## src/rtl/serial_add_sequencer_if.sv

```systemverilog
// serial_add_sequencer_if: request/result bundle between operand source (master) and the sequencer (slave).
//   start, op_a, op_b, cin0 : request from master
//   busy, done, sum, cout   : status/result from slave
interface serial_add_sequencer_if #(parameter int WIDTH = 8);
  logic             start;
  logic [WIDTH-1:0] op_a;
  logic [WIDTH-1:0] op_b;
  logic             cin0;
  logic             busy;
  logic             done;
  logic [WIDTH-1:0] sum;
  logic             cout;
  modport master(output start, op_a, op_b, cin0, input busy, done, sum, cout);
  modport slave(input start, op_a, op_b, cin0, output busy, done, sum, cout);
endinterface

```

## src/rtl/serial_add_sequencer.sv

```systemverilog
// serial_add_sequencer: WIDTH-bit adder built by sequencing one external full adder cell, LSB first.
//   clk, rst            : clock, synchronous active-high reset
//   bus (slave)         : start/op_a/op_b/cin0 request, busy/done/sum/cout result
//   fa_a, fa_b, fa_cin  : operand bits and carry driven to the full adder cell
//   fa_sum, fa_cout     : combinational outputs of the full adder cell
module serial_add_sequencer #(parameter int WIDTH = 8) (
  input  logic clk,
  input  logic rst,
  serial_add_sequencer_if.slave bus,
  output logic fa_a,
  output logic fa_b,
  output logic fa_cin,
  input  logic fa_sum,
  input  logic fa_cout
);
  localparam int CW = (WIDTH > 1) ? $clog2(WIDTH) : 1;
  typedef enum logic [1:0] {IDLE, SHIFT, DONE} state_t;
  state_t state, state_nx;
  logic [WIDTH-1:0] a_sr, b_sr, s_sr, s_nx, sum_r;
  logic c_reg, cout_r, last;
  logic [CW-1:0] cnt;
  // Whole-vector shift keeps WIDTH=1 legal: the new sum bit enters at the MSB.
  assign s_nx = WIDTH'({fa_sum, s_sr} >> 1);
  assign last = cnt == CW'(WIDTH - 1);
  assign bus.sum  = sum_r;
  assign bus.cout = cout_r;
  always_comb begin
    state_nx = state == IDLE  ? (bus.start ? SHIFT : IDLE) :
               state == SHIFT ? (last ? DONE : SHIFT) : IDLE;
    bus.busy = state == SHIFT;
    bus.done = state == DONE;
    fa_a     = bus.busy & a_sr[0];
    fa_b     = bus.busy & b_sr[0];
    fa_cin   = bus.busy & c_reg;
  end
  always_ff @(posedge clk) begin
    if (rst) begin
      state  <= IDLE;
      a_sr   <= '0;
      b_sr   <= '0;
      s_sr   <= '0;
      c_reg  <= 1'b0;
      cnt    <= '0;
      sum_r  <= '0;
      cout_r <= 1'b0;
    end else begin
      state <= state_nx;
      if (state == IDLE && bus.start) begin
        a_sr  <= bus.op_a;
        b_sr  <= bus.op_b;
        c_reg <= bus.cin0;
        s_sr  <= '0;
        cnt   <= '0;
      end else if (state == SHIFT) begin
        a_sr  <= a_sr >> 1;
        b_sr  <= b_sr >> 1;
        s_sr  <= s_nx;
        c_reg <= fa_cout;
        cnt   <= cnt + 1'b1;
        if (last) begin
          sum_r  <= s_nx;
          cout_r <= fa_cout;
        end
      end
    end
  end
endmodule

```

## src/flat_wrapper.sv

```systemverilog
// flat-port wrapper written by rule: the top's interface ports become plain ports
module serial_add_sequencer_flat 
#(parameter int WIDTH = 8)
  (clk, rst, fa_a, fa_b, fa_cin, fa_sum, fa_cout, bus_start, bus_op_a, bus_op_b, bus_cin0, bus_busy, bus_done, bus_sum, bus_cout);
  serial_add_sequencer_if #(.WIDTH(WIDTH)) bus_i ();
  input  logic clk;
  input  logic rst;
  output logic fa_a;
  output logic fa_b;
  output logic fa_cin;
  input  logic fa_sum;
  input  logic fa_cout;
  input wire logic [$bits(bus_i.start)-1:0] bus_start;
  input wire logic [$bits(bus_i.op_a)-1:0] bus_op_a;
  input wire logic [$bits(bus_i.op_b)-1:0] bus_op_b;
  input wire logic [$bits(bus_i.cin0)-1:0] bus_cin0;
  output wire logic [$bits(bus_i.busy)-1:0] bus_busy;
  output wire logic [$bits(bus_i.done)-1:0] bus_done;
  output wire logic [$bits(bus_i.sum)-1:0] bus_sum;
  output wire logic [$bits(bus_i.cout)-1:0] bus_cout;
  assign bus_i.start = bus_start;
  assign bus_i.op_a = bus_op_a;
  assign bus_i.op_b = bus_op_b;
  assign bus_i.cin0 = bus_cin0;
  assign bus_busy = bus_i.busy;
  assign bus_done = bus_i.done;
  assign bus_sum = bus_i.sum;
  assign bus_cout = bus_i.cout;
  serial_add_sequencer #(.WIDTH(WIDTH)) u_core (.clk(clk), .rst(rst), .bus(bus_i), .fa_a(fa_a), .fa_b(fa_b), .fa_cin(fa_cin), .fa_sum(fa_sum), .fa_cout(fa_cout));
endmodule
```

## config.mk

```make
export PLATFORM = sky130hd
export DESIGN_NAME = serial_add_sequencer_flat
export DESIGN_NICKNAME = d
export VERILOG_FILES = /design/src/rtl/serial_add_sequencer_if.sv /design/src/rtl/serial_add_sequencer.sv /design/src/flat_wrapper.sv
export SDC_FILE = /design/constraint.sdc
export NUM_CORES = 1
export LEC_CHECK = 0
export CAP_MARGIN = 20
export CORE_ASPECT_RATIO = 1.1
export CORE_UTILIZATION = 49
export DETAILED_ROUTE_END_ITERATION = 16
export MAX_ROUTING_LAYER = met4
export PLACE_DENSITY = 0.78
export SYNTH_ARGS = -nofsm -noshare
export SYNTH_HDL_FRONTEND = slang
export SYNTH_SLANG_ARGS = --single-unit
```

## constraint.sdc

```tcl
create_clock -name clk -period 1.63 [get_ports clk]
set_input_delay 0.326 -clock clk [delete_from_list [all_inputs] [get_ports clk]]
set_output_delay 0.326 -clock clk [all_outputs]
set_load 0.05 [all_outputs]
```

==> results of run 1 <==
power by group:
part | switching (mW) | internal [mW] | total (mW)
logic | 0.149 | 0.155 | 0.304
clock network | 0.314 | 0.322 | 0.636
registers | 0.0264 | 0.971 | 0.998
through the flow:
stage | hold slack [ns] | TNS, ns | setup WS (ns)
after floorplan | 0.4358 | 0 | 0.05122
after global placement | 0.4395 | -0.7041 | -0.05076
after detailed placement | 0.4512 | -1.515 | -0.09992
after CTS | 0.4669 | 0 | 0.009231
after global routing | 0.4827 | 0 | 0.03151
final | 0.4625 | 0 | 0.08181
cells by family (layout without fill, tap and decap cells):
group	after synthesis	in the layout	synth area share, %
fa+ha+maj	2	2	1.576
simple gates	89	89	26.24
buf+inv	17	58	6.067
xor+xnor	1	1	0.5517
flops	38	38	47.91
mux	1	1	0.6304
compound gates	47	47	17.02
worst max path at each step:
stage                                          start                           to  slack, ns  cells after the start
after CTS                 u_core.state[1]$_SDFF_PP0_                         fa_b      0.009                      4
after global placement                     bus_start    u_core.c_reg$_SDFFE_PP0P_      -0.05                      5
after global routing      u_core.state[1]$_SDFF_PP0_                         fa_b       0.03                      4
final                     u_core.state[1]$_SDFF_PP0_                         fa_b       0.08                      4
after detailed placement                   bus_start  u_core.a_sr[6]$_SDFFE_PP0P_       -0.1                      5
after floorplan           u_core.state[1]$_SDFF_PP0_                         fa_a       0.05                      6
cell usage after synthesis (all sizes together):
cell    count
nand2      39
dfxtp      38
a21oi      34
nor2       19
buf        12
a211oi     11
nand3      10
nand2b      6
or3b        5
clkbuf      4
nor3        4
and2        3
ha          2
inv         1
mux2i       1
nand3b      1
nor2b       1
nor3b       1
o21a        1
o21ba       1
xnor2       1
timing repair:
action                     4_1_cts  5_1_grt
cloned                           0        0
setup endpoints to repair        3        4
hold buffers                     0        0
resized for setup                1        3
pin swaps                        0        0
setup buffers                    2        0
final cells by class:
cell class | count | area [um^2]
clock inverter | 3 | 45.04
sequential | 38 | 765.7
inverter | 1 | 3.754
clock buffer | 5 | 37.54
tap | 34 | 42.54
timing repair buffer | 49 | 495.5
multi-input combinational | 140 | 745.7
fill | 249 | 938.4
worst min-delay path, stage by stage (launching register included):
cell and delay, ns:
dfxtp_1 0.33, nand2_1 0.05, a211oi_1 0.06
metal layers:
| metal | vias to the layer above | global-route usage, % | part of all wire, % |
|---|---|---|---|
| met4 | 0 | 8.711 | 1.4 |
| met3 | 5 | 6.004 | 4.2 |
| li1 | 735 | - | - |
| met5 | - | - | 0 |
| met1 | 671 | 24.06 | 43 |
| met2 | 38 | 40.82 | 52 |
==> impl_metrics.yaml, run 1 <==
worst_hold_path:
  hold_end: "u_core.a_sr[3]$_SDFFE_PP0P_"
  worstHoldPathType: "reg2reg"
  hold_path_depth: 2
  hp-start: "u_core.a_sr[4]$_SDFFE_PP0P_"
critical_path:
  timing.rr.end: "u_core.a_sr[5]$_SDFFE_PP0P_"
  critPathTopFamily: "flip-flops"
  setup.worst_path.end_class: "output port"
  reg2reg_slack_ns: 0.23
  crit_fanout: 5
  path_class: "reg2out"
  cp-start-kind: "flop"
  required_ns: 1.30
  reg2reg_from: "u_core.state[1]$_SDFF_PP0_"
  max_stage_delay_ns: 0.36
  crit_path_top_delay_cell: "dfxtp_2"
  critPathBufInv: 2
  path_cells: "nand2b_4 > inv_2 > and2_4 > buf_12"
  cp.arrival_ns: 1.22
  worstRegToRegCells: 6
cells_and_area:
  drive_gt1_share_pct: 21.19
  design_area_mm2: 0.002136
  mostFrequentLayoutCells: "39 x nand2_1, 36 x dfxtp_1, 34 x a21oi_1"
  diodes: 0
  final_util_pct: 69.48
  instances_no_fill: 270
  layout_commonest_cell: "nand2_1"
  fin_nets: 259
  area_delta_synth_final_pct: 34.52
timing:
  finClkSkew_ns: 0.01404
  rsz0062_at_grt: "no"
  hold_violations: 0
  worstMarginPinSlew_ns: 0.2848
  finalCritPeriodShare_pct: 94.98
  clock.fmax_mhz: 645.9
  drv_slew: 0
  period_needed_ns: 1.548
  max_slew_margin_pct: 81.01
  setup_violations: 0
clock_network:
  cts_buffers: 5
  cts-htree-levels: 2
  clockBufferDepth: 2
  cts.sinks: 38
  clock-root-buffer: "clkbuf_4"
  clkLatencyLatePin_ns: 0.34
  cts_tree: "done"
  clk_pin_slew_ns: 0.12
global_routing:
  grt_pass1_wl_mm: 5.809
  grt_max_degree: 30
  grt_pass1_vias: 1363
  grt_use_total_pct: 22.52
  overflow: 0
  antenna_found_initial: 0
die:
  dieArea_mm2: 0.003472
  pin_count: 36
  die_h_um: 61.70
  rows: 21
  die_width_um: 56.28
  start_util_pct: 51.65
  core-area_mm2: 0.003074
place:
  hpwl_mm: 2.403
  postPlaceCellArea_mm2: 0.002026
  gp_congestion: 0.7799
  dp_cells: 260
  port_buffers: 35
drt:
  drc: 0
  vias: 1449
  dr.first_iter.drc_count: 64
  dr.pass1.iters: 5
  wl_per_cell_um: 12.53
  routed_wl_mm: 3.382
  ant_nets: 0
  viasPerCell: 5.367
pwr:
  vdd_drop_max_v: 0.0008517
  power_density_mw_per_mm2: 907.5
  p_leak_nw: 0.8142
  power.total_mw: 1.938
synth:
  synth_fp_nets: 219
  synth_area_per_cell_um2: 8.142
  synth.distinct_cells: 25
  synth.area.top_cells: "dfxtp_1 48%, a21oi_1 11%, nand2_1 9.2%"
  syn_area_mm2: 0.001588
  ys_ff_latch: 38
  post-synth-top-area-fraction_pct: 47.91
  seq_area_frac_synth_pct: 47.91
  synth_top_area_cell: "dfxtp_1"
  synth_warnings: 0
  synthCells: 195
status:
  status: "complete, no violations"
run:
  maxCapViolations: 0
Note: power is estimated with default switching activity, not from simulation.
==> run 2: changes to the inputs <==
Settings changed: CAP_MARGIN 20 to not set, RECOVER_POWER set to 100.
==> run 2 against run 1 <==
Design area fell by 2.6%. Largest cell class unchanged. Setup slack got worse by 0.0087 ns. Critical endpoint unchanged. First-iteration DRC count fell by 19%.
==> impl_metrics.yaml, run 2 (synthesis results as in run 1) <==
die:
  start_util_pct: 51.65
  core-area_mm2: 0.003074
  rows: 21
  dieArea_mm2: 0.003472
  pin_count: 36
  die_width_um: 56.28
  die_h_um: 61.70
timing:
  fin_ws_ns: 0.07313
  finalHoldWorstSlack_ns: 0.4629
  setup_violations: 0
  clock.fmax_mhz: 642.3
  max_slew_margin_pct: 66.33
  rsz0062_at_grt: "no"
  hold_violations: 0
  finalCritPeriodShare_pct: 95.51
  finClkSkew_ns: 0.01414
  worstMarginPinSlew_ns: 0.5050
  drv_slew: 0
  period_needed_ns: 1.557
critical_path:
  path_class: "reg2out"
  reg2reg_from: "u_core.cnt[0]$_SDFFE_PP0N_"
  reg2reg_slack_ns: 0.17
  timing.rr.end: "u_core.bus.sum[1]$_SDFFE_PP0P_"
  cp-start-kind: "flop"
  crit_fanout: 5
  cp.arrival_ns: 1.23
  required_ns: 1.30
  worstRegToRegCells: 6
  setup.worst_path.end_class: "output port"
pwr:
  vdd_drop_max_v: 0.0008516
  power.total_mw: 1.927
  p_leak_nw: 0.7993
  power_density_mw_per_mm2: 926.7
global_routing:
  grt_max_degree: 30
  grtUsageMet1_pct: 24.06
  antenna_found_initial: 0
  met3_usage_pct: 6.004
  grt_pass1_wl_mm: 5.809
  grt_use_total_pct: 22.52
  grt_pass1_vias: 1363
  overflow: 0
  busiest_layer: "met2"
  use_met2_pct: 40.82
place:
  port_buffers: 35
  gp_congestion: 0.7799
  dp_slack_ns: -0.09992
  hpwl_mm: 2.403
clock_network:
  cts.sinks: 38
  holdBufCountCts: 0
  clock-root-buffer: "clkbuf_4"
  clockBufferDepth: 2
  cts_tree: "done"
  cts-htree-levels: 2
  clk_pin_slew_ns: 0.12
  cts_buffers: 5
  clkLatencyLatePin_ns: 0.34
drt:
  drc: 0
  wl_per_cell_um: 12.53
  routed_wl_mm: 3.382
  vias: 1444
  dr.first_iter.drc_count: 52
  ant_nets: 0
  viasPerCell: 5.348
  dr.pass1.iters: 5
cells_and_area:
  diodes: 0
  layout_commonest_cell: "nand2_1"
  mostFrequentLayoutCells: "39 x nand2_1, 36 x dfxtp_1, 34 x a21oi_1"
  final_util_pct: 67.64
  area_delta_synth_final_pct: 30.97
  drive_gt1_share_pct: 21.19
  fin_nets: 259
worst_hold_path:
  hold_path_depth: 2
  worstHoldPathType: "reg2reg"
  hp-start: "u_core.bus.sum[3]$_SDFFE_PP0P_"
  hold_end: "u_core.bus.sum[3]$_SDFFE_PP0P_"
status:
  status: "complete, no violations"
run:
  maxCapViolations: 0
## run 2: cell count changes in the layout (fill, tap and decap cells not counted), sizes merged
cell,previous run,this run
dlygate4sd3,0,2
buf,28,17
clkdlybuf4s50,21,19
clkbuf,5,16
## run 2: routing by layer
| layer | vias to the layer above | routed length [um] |
|---|---|---|
| li1 | 735 | - |
| met1 | 669 | 1442 |
| met2 | 35 | 1746 |
| met3 | 5 | 147 |
| met4 | 0 | 46 |
| met5 | - | 0 |
## run 2: how the worst max path moves through the flow
stage / startpoint / to / slack [ns]
after floorplan: u_core.state[1]$_SDFF_PP0_ / fa_a / 0.05
after global placement: bus_start / u_core.c_reg$_SDFFE_PP0P_ / -0.05
after detailed placement: bus_start / u_core.a_sr[6]$_SDFFE_PP0P_ / -0.1
after CTS: u_core.state[1]$_SDFF_PP0_ / fa_b / 0.009
after global routing: u_core.state[1]$_SDFF_PP0_ / fa_b / 0.02
final: u_core.state[1]$_SDFF_PP0_ / fa_b / 0.07
## run 2: cell type report
type                    count  area, um^2
fillers                   260       994.7
flip-flops and latches     38       765.7
clock buffers               5       37.54
well taps                  34       42.54
repair buffers             49       439.2
inverters                   1       3.754
multi-input cells         140       745.7
clock inverters             3       45.04
## run 2: repair_timing
item	4_1_cts	5_1_grt
gates resized for setup	1	3
setup endpoints to repair	3	4
pin swaps	0	0
buffers inserted	2	0
## run 2: critical path, stage by stage (launching register included)
cell,delay [ns]
dfxtp_2,0.36
nand2b_4,0.14
inv_2,0.09
and2_4,0.15
buf_6,0.15
## run 2: stage by stage
stage          cell area, um^2  instances  TNS (ns)
5_1_grt                   2079        270         0
4_1_cts                   2125        270         0
2_1_floorplan             1598        195         0
6_report                  2079        270         0
3_5_place_dp              2026        260    -1.515
3_3_place_gp              2026        260   -0.7041
## run 2: where the power goes
| part | internal [mW] | total [mW] | switching, mW |
|---|---|---|---|
| Sequential | 0.971 | 0.998 | 0.0266 |
| Clock | 0.322 | 0.636 | 0.314 |
| Combinational | 0.146 | 0.293 | 0.147 |
==> run 3: changes to the inputs <==
Clock period 1.63 ns to 1.6 ns, I/O delays scaled along.
==> run 3 against run 2 <==
Critical path depth did not move. Highest routed layer unchanged. Count of clock-buffer cells in the layout did not move. Critical endpoint is now fa_a. Via count rose by 1.2%. Register-to-register slack got worse by 0.02 ns. Sequential share of layout area fell by 0.35 points. Die area did not move. Total power rose by 10%. Setup slack improved by 0.00095 ns. Routed wire length rose by 1.4%.
==> impl_metrics.yaml, run 3 (synthesis results as in run 1) <==
run:
  maxCapViolations: 0
timing:
  hold_violations: 0
  finalHoldWorstSlack_ns: 0.4626
  setup_violations: 0
  fin_ws_ns: 0.07408
  period_needed_ns: 1.526
  max_slew_margin_pct: 66.47
  drv_slew: 0
  worstMarginPinSlew_ns: 0.5029
  finClkSkew_ns: 0.01514
  clock.fmax_mhz: 655.3
  rsz0062_at_grt: "no"
  tns_ns: 0
  finalCritPeriodShare_pct: 95.37
drt:
  viasPerCell: 5.391
  dr.pass1.iters: 4
  drc: 0
  routed_wl_mm: 3.429
  ant_nets: 0
  wl_per_cell_um: 12.65
  dr.first_iter.drc_count: 46
  vias: 1461
clock_network:
  cts-htree-levels: 2
  clock-root-buffer: "clkbuf_4"
  clkLatencyLatePin_ns: 0.34
  cts_buffers: 5
  clk_pin_slew_ns: 0.12
  cts.sinks: 38
  clockBufferDepth: 2
  cts_tree: "done"
  holdBufCountCts: 0
die:
  die_width_um: 56.28
  core-area_mm2: 0.003074
  die_h_um: 61.70
  start_util_pct: 51.65
  dieArea_mm2: 0.003472
  rows: 21
  pin_count: 36
worst_hold_path:
  hp-start: "u_core.bus.sum[2]$_SDFFE_PP0P_"
  worstHoldPathType: "reg2reg"
cells_and_area:
  mostFrequentLayoutCells: "39 x nand2_1, 36 x dfxtp_1, 34 x a21oi_1"
  drive_gt1_share_pct: 21.10
  layout_commonest_cell: "nand2_1"
  instances_no_fill: 271
  fin_nets: 260
  final_util_pct: 68.29
  diodes: 0
  area_delta_synth_final_pct: 32.23
  design_area_mm2: 0.002100
critical_path:
  required_ns: 1.28
  path_class: "reg2out"
  reg2reg_slack_ns: 0.15
  cp.arrival_ns: 1.21
  crit_fanout: 5
  critPathTopFamily: "flip-flops"
  path_cells: "nand2b_4 > inv_4 > and2_4 > buf_6"
  critPathBufInv: 2
  cp-start-kind: "flop"
  max_stage_delay_ns: 0.36
  crit_path_top_delay_cell: "dfxtp_2"
  setup.worst_path.end_class: "output port"
  crit_path_start: "u_core.state[1]$_SDFF_PP0_"
  reg2reg_from: "u_core.state[0]$_SDFF_PP0_"
global_routing:
  overflow: 0
  grt_use_total_pct: 22.00
  grt_max_degree: 25
  antenna_found_initial: 0
  grt_pass1_vias: 1306
  grt_pass1_wl_mm: 5.630
place:
  dp_slack_ns: -0.1261
  hpwl_mm: 2.358
  port_buffers: 35
  gp_congestion: 0.7849
  postPlaceCellArea_mm2: 0.002033
  dp_cells: 261
pwr:
  power.total_mw: 2.127
  power_density_mw_per_mm2: 1013
  p_leak_nw: 0.8196
  vdd_drop_max_v: 0.0009616
status:
  status: "complete, no violations"
-- run 3: metal layers --
metal / part of all wire (%) / global-route usage (%) / vias up
li1: - / - / 739
met1: 43 / 23.28 / 686
met2: 51 / 39.29 / 32
met3: 4.3 / 5.797 / 4
met4: 1.9 / 10.45 / 0
met5: 0 / - / -
-- run 3: worst paths after layout --
kind / cells past startpoint / to
setup / recovery: 4 / fa_a
hold / removal: 2 / u_core.bus.sum[2]$_SDFFE_PP0P_
hold reg to reg: 2 / u_core.bus.sum[2]$_SDFFE_PP0P_
setup reg to reg: 4 / u_core.cnt[0]$_SDFFE_PP0N_
-- run 3: layout make-up --
| cell class | instances | area, um^2 |
|---|---|---|
| Fill cell | 260 | 974.7 |
| Sequential cell | 38 | 765.7 |
| Multi-Input combinational cell | 140 | 745.7 |
| Timing Repair Buffer | 50 | 432.9 |
| Clock inverter | 3 | 68.82 |
| Tap cell | 34 | 42.54 |
| Clock buffer | 5 | 37.54 |
| Inverter | 1 | 6.256 |
-- run 3: what timing repair did --
action	CTS	global route
resized for setup	3	2
setup buffers	2	0
endpoints found under the setup margin	4	4
-- run 3: where the power goes --
part	leakage, nW	total, mW	internal, mW	switching (mW)
registers	0.312	1.02	0.990	0.0263
clock network	0.0554	0.816	0.489	0.327
logic	0.453	0.295	0.145	0.150
-- run 3: tightest hold or removal path: stages, from the launching register on --
cell and delay (ns):
dfxtp_1 0.33, nand2_1 0.05, a21oi_1 0.05
==> patch 1 (flow settings as in run 3) <==
`WIDTH` is set to 8 in 3 places; all go to 16.
--- a/src/rtl/serial_add_sequencer_if.sv
+++ b/src/rtl/serial_add_sequencer_if.sv
@@ -2,5 +2,5 @@
 //   start, op_a, op_b, cin0 : request from master
 //   busy, done, sum, cout   : status/result from slave
-interface serial_add_sequencer_if #(parameter int WIDTH = 8);
+interface serial_add_sequencer_if #(parameter int WIDTH = 16);
   logic             start;
   logic [WIDTH-1:0] op_a;
--- a/src/rtl/serial_add_sequencer.sv
+++ b/src/rtl/serial_add_sequencer.sv
@@ -4,5 +4,5 @@
 //   fa_a, fa_b, fa_cin  : operand bits and carry driven to the full adder cell
 //   fa_sum, fa_cout     : combinational outputs of the full adder cell
-module serial_add_sequencer #(parameter int WIDTH = 8) (
+module serial_add_sequencer #(parameter int WIDTH = 16) (
   input  logic clk,
   input  logic rst,
--- a/src/flat_wrapper.sv
+++ b/src/flat_wrapper.sv
@@ -1,5 +1,5 @@
 // flat-port wrapper written by rule: the top's interface ports become plain ports
 module serial_add_sequencer_flat 
-#(parameter int WIDTH = 8)
+#(parameter int WIDTH = 16)
   (clk, rst, fa_a, fa_b, fa_cin, fa_sum, fa_cout, bus_start, bus_op_a, bus_op_b, bus_cin0, bus_busy, bus_done, bus_sum, bus_cout);
   serial_add_sequencer_if #(.WIDTH(WIDTH)) bus_i ();
Interface: changed (resized bus_op_a, bus_op_b and bus_sum); port bits go from 36 to 60. The function was not compared with the original's and may differ.
==> patch 1 against run 3 <==
Total power grew 80%. Setup slack got worse by 55 ps. Clock skew is 5.0 ps lower. Synthesized area increased by 75%. Combinational power increased by 64%. Largest power group unchanged. Routed wire length is 82% higher. Final area increased by 74%. Synthesized cell count grew 64%. Fmax shrank 3.5%. Final cell count up 70%. Sequential cell count increased by 33. Clock power increased by 78%.
==> patch 1: results (changes against run 3) <==
stage	metric	value	unit	change
finish	Final nets	420		+62%
yosys	number of distinct library cells after synthesis	29		+16%
sta	Final Skew	10.10	ps	-5.037 ps
power	switching power as a share of total power	25.62	%	+1.9 points
cts	clock buffers created by TritonCTS	9		+4
route	Total Routed Length	6239	um	+82%
yosys	dominant cells by area after synthesis	sky130_fd_sc_hd__dfxtp_1, sky130_fd_sc_hd__a21oi_1, sky130_fd_sc_hd__nand2_1		
worst_setup_path	Reg2Reg Depth	5		+1
sta	worst-case hold slack	459.3	ps	-3.282 ps
worst_setup_path	Critical R2R Launch	u_core.state[1]		
route	met3 wire length	235	um	+60%
global_route	number of global-route vias before repair	2255		+73%
worst_setup_path	worst setup path endpoint	fa_b		
power	clock share of power	37.9	%	-0.5 points
cts	root buffer cell	sky130_fd_sc_hd__clkbuf_8		
place	Post-Place Setup Slack	-150.1	ps	-23.96 ps
global_route	total routing resource utilization after global routing	22.96	%	+0.96 points
global_route	wire length of the first global-routing pass	10180	um	+81%
place	placed inst area	3497	um^2	+72%
global_route	pin count of the biggest net entering global routing	32		+28%
status	outcome	complete, no violations		
worst_setup_path	r2r setup slk	130	ps	-20 ps
hold_path	capture endpoint of the worst hold path	u_core.a_sr[6]		
place	Port Buf Inserts	59		+69%
yosys	portion of the post-synthesis area used by sequential elements	51.10	%	+3.2 points
hold_path	HP Start	u_core.a_sr[7]		
route	DRC marker count from the first detailed-route iteration	146		+220%
cts	clk slew on worst S/H paths	80	ps	-40 ps
worst_setup_path	critical path data arrival time	1260	ps	+50 ps
yosys	average footprint of a synthesized cell	8.692	um^2	+6.7%
sta	worst path setup slack after routing	19.36	ps	-54.72 ps
cts	H-tree depth	3		+1
route	M1 wire length	2923	um	+97%
yosys	XOR/XNOR share of the synthesized area	0.6298	%	+0.078 points
patch 1: area by class of cell:
type                       count  area (um^2)
multi-input combinational    220         1220
clock inverter                 6        70.07
sequential                    71         1426
timing repair buffer          75        695.7
tap                           75        93.84
inverter                       4        20.02
clock buffer                  10        137.6
fill                         473         1767
patch 1: routing by layer:
| layer | up-vias | GRT usage (%) |
|---|---|---|
| met1 | 1136 | 28.94 |
| met3 | 12 | 4.218 |
| met5 | - | - |
| met4 | 0 | 11.73 |
| li1 | 1238 | - |
| met2 | 67 | 35.14 |
patch 1: timing repair:
action | CTS | global route
gates resized for setup | 5 | 3
cloned | 0 | 0
pin swaps | 0 | 1
endpoints found under the setup margin | 13 | 6
hold endpoints to repair | 0 | 0
setup buffers | 2 | 0
patch 1: worst max-delay path: cells and delay by family (launching register included):
kind | cells | cell delay (ps)
DFF | 1 | 370
and+or+nand+nor | 2 | 350
buffers and inverters | 2 | 200
==> patch 2 (settings of run 3) <==
Without the edit above. Register the inputs `fa_sum` and `fa_cout` before use, with the module's reset. The logic sees them one clock later. The other inputs are not delayed to match. Comments in the files are not updated.
--- a/src/rtl/serial_add_sequencer.sv
+++ b/src/rtl/serial_add_sequencer.sv
@@ -16,4 +16,18 @@
   localparam int CW = (WIDTH > 1) ? $clog2(WIDTH) : 1;
   typedef enum logic [1:0] {IDLE, SHIFT, DONE} state_t;
+
+  logic fa_sum_q;
+  logic fa_cout_q;
+
+  always_ff @(posedge clk) begin
+    if (rst) begin
+      fa_sum_q  <= '0;
+      fa_cout_q <= '0;
+    end else begin
+      fa_sum_q  <= fa_sum;
+      fa_cout_q <= fa_cout;
+    end
+  end
+
   state_t state, state_nx;
   logic [WIDTH-1:0] a_sr, b_sr, s_sr, s_nx, sum_r;
@@ -21,5 +35,5 @@
   logic [CW-1:0] cnt;
   // Whole-vector shift keeps WIDTH=1 legal: the new sum bit enters at the MSB.
-  assign s_nx = WIDTH'({fa_sum, s_sr} >> 1);
+  assign s_nx = WIDTH'({fa_sum_q, s_sr} >> 1);
   assign last = cnt == CW'(WIDTH - 1);
   assign bus.sum  = sum_r;
@@ -56,9 +70,9 @@
         b_sr  <= b_sr >> 1;
         s_sr  <= s_nx;
-        c_reg <= fa_cout;
+        c_reg <= fa_cout_q;
         cnt   <= cnt + 1'b1;
         if (last) begin
           sum_r  <= s_nx;
-          cout_r <= fa_cout;
+          cout_r <= fa_cout_q;
         end
       end
Behaviour: not the same (Yosys sat finds a counterexample within 4 cycles, from zero or initial values and one cycle with rst high).
==> patch 2 against run 3 <==
Final area is 0.72% higher. Synthesized area up 3.6%. Register-to-register slack hardly changed. Routed wire length increased by 5.1%. Critical endpoint unchanged. Largest cell class unchanged. Worst hold slack got worse by 3.5 ps. Setup slack lost 27 ps. Sequential cell count grew 2. Critical path type unchanged. Sequential share of layout area increased by 1.8 points. Total power fell by 10%.
==> patch 2: results (changes against run 3) <==
stage	metric	value	unit	change
yosys	dominant cells by area after synthesis	sky130_fd_sc_hd__dfxtp_1, sky130_fd_sc_hd__a21oi_1, sky130_fd_sc_hd__nand2_1		
yosys	most used standard cells in the synthesized netlist	sky130_fd_sc_hd__dfxtp_1, sky130_fd_sc_hd__nand2_1, sky130_fd_sc_hd__a21oi_1		
worst_setup_path	Critical R2R Launch	u_core.cnt[0]		
sta	Slew headroom	58.65	%	-7.8 points
route	Total Routed Length	3604	um	+5.1%
yosys	proportion of synthesized area in mux cells	0.6084	%	-0.022 points
route	count of vias placed by the detailed router	1488		+1.8%
hold_path	capture endpoint of the worst hold path	u_core.bus.sum[3]		
yosys	portion of the post-synthesis area used by sequential elements	48.67	%	+0.76 points
place	weighted congestion reported at the end of routability-driven placement	0.7670		-2.3%
route	M1 wire length	1468	um	-0.88%
yosys	average footprint of a synthesized cell	8.268	um^2	+1.5%
finish	filler instances	265		+1.9%
power	static leakage	0.8177	nW	-0.23%
route	DRC marker count from the first detailed-route iteration	44		-4.3%
place	post-detail-place hpwl	2451	um	+4.0%
finish	share of post-route cells with drive strength above 1	20.33	%	-0.77 points
yosys	total nets after synthesis	223		+1.8%
global_route	number of global-route vias before repair	1428		+9.3%
yosys	number of distinct library cells after synthesis	26		+4.0%
global_route	met1 layer usage reported by global route	25.39	%	+2.1 points
worst_setup_path	crit path max-delay cell type	sky130_fd_sc_hd__dfxtp_4		
status	outcome	complete, no violations		
global_route	total routing resource utilization after global routing	23.63	%	+1.6 points
global_route	met3 track demand over resource	5.590	%	-0.21 points
route	total length of routed met2 wires	1902	um	+9.7%
global_route	wire length of the first global-routing pass	6313	um	+12%
sta	Final Skew	8.128	ps	-7.013 ps
worst_setup_path	Reg2Reg Depth	6		+2
worst_setup_path	critical path data arrival time	1230	ps	+20 ps
finish	final cell count without fillers	275		+1.5%
yosys	XOR/XNOR share of the synthesized area	0.5323	%	-0.019 points
hold_path	HP Start	u_core.bus.sum[3]		
yosys	fraction of the mapped netlist area in compound gates	16.73	%	-0.29 points
place	Port Buf Inserts	35		unchanged
global_route	pin count of the biggest net entering global routing	31		+24%
worst_setup_path	endpoint of the worst-slack reg-to-reg timing path	u_core.bus.sum[4]		
route	met3 wire length	179	um	+22%
global_route	routing usage on met2	41.32	%	+2.0 points
## patch 2: changes by cell type after synthesis
cell and delta:
sky130_fd_sc_hd__a211oi_2 +1, sky130_fd_sc_hd__dfxtp_1 +2, sky130_fd_sc_hd__a211oi_1 -1, sky130_fd_sc_hd__nor2b_1 +2
## patch 2: what timing repair did
| action | 4_1_cts | 5_1_grt |
|---|---|---|
| resized for setup | 4 | 1 |
| buffers inserted | 5 | 1 |
| setup endpoints to repair | 5 | 4 |
| pin swaps | 0 | 0 |
## patch 2: worst register-to-register path: cells and delay by family (launching register included)
kind                       cells  cell delay (ps)
adders and majority gates      2              380
DFF                            1              340
and+or+nand+nor                2              290
buffers and inverters          1              230
AOI/OAI and AO/OA              1              140
## patch 2: metrics by stage
| stage | cell area [um^2] | util (%) | worst slack (ps) | hold slack [ps] |
|---|---|---|---|---|
| 6_report | 2115 | 67.63 | 47.18 | 459.1 |
| 2_1_floorplan | 1655 | - | 27.22 | 431.3 |
| 3_3_place_gp | 2061 | 65.91 | -136.4 | 440.0 |
| 5_1_grt | 2115 | 67.63 | 6.842 | 495.7 |
| 3_5_place_dp | 2061 | 65.91 | -196.0 | 449.1 |
| 4_1_cts | 2165 | 69.23 | 7.487 | 464.2 |
## patch 2: cell type report
class	instances	area, um^2	area share [%]
Sequential cell	40	808.3	38.22
Multi-Input combinational cell	142	758.2	35.86
Timing Repair Buffer	50	442.9	20.95
Clock buffer	8	58.81	2.781
Tap cell	34	42.54	2.012
Inverter	1	3.754	0.1775
## patch 2: power breakdown
group	switching [mW]	total [mW]	internal [mW]
registers	0.0276	1.07	1.04
logic	0.155	0.309	0.154
clock network	0.314	0.531	0.217
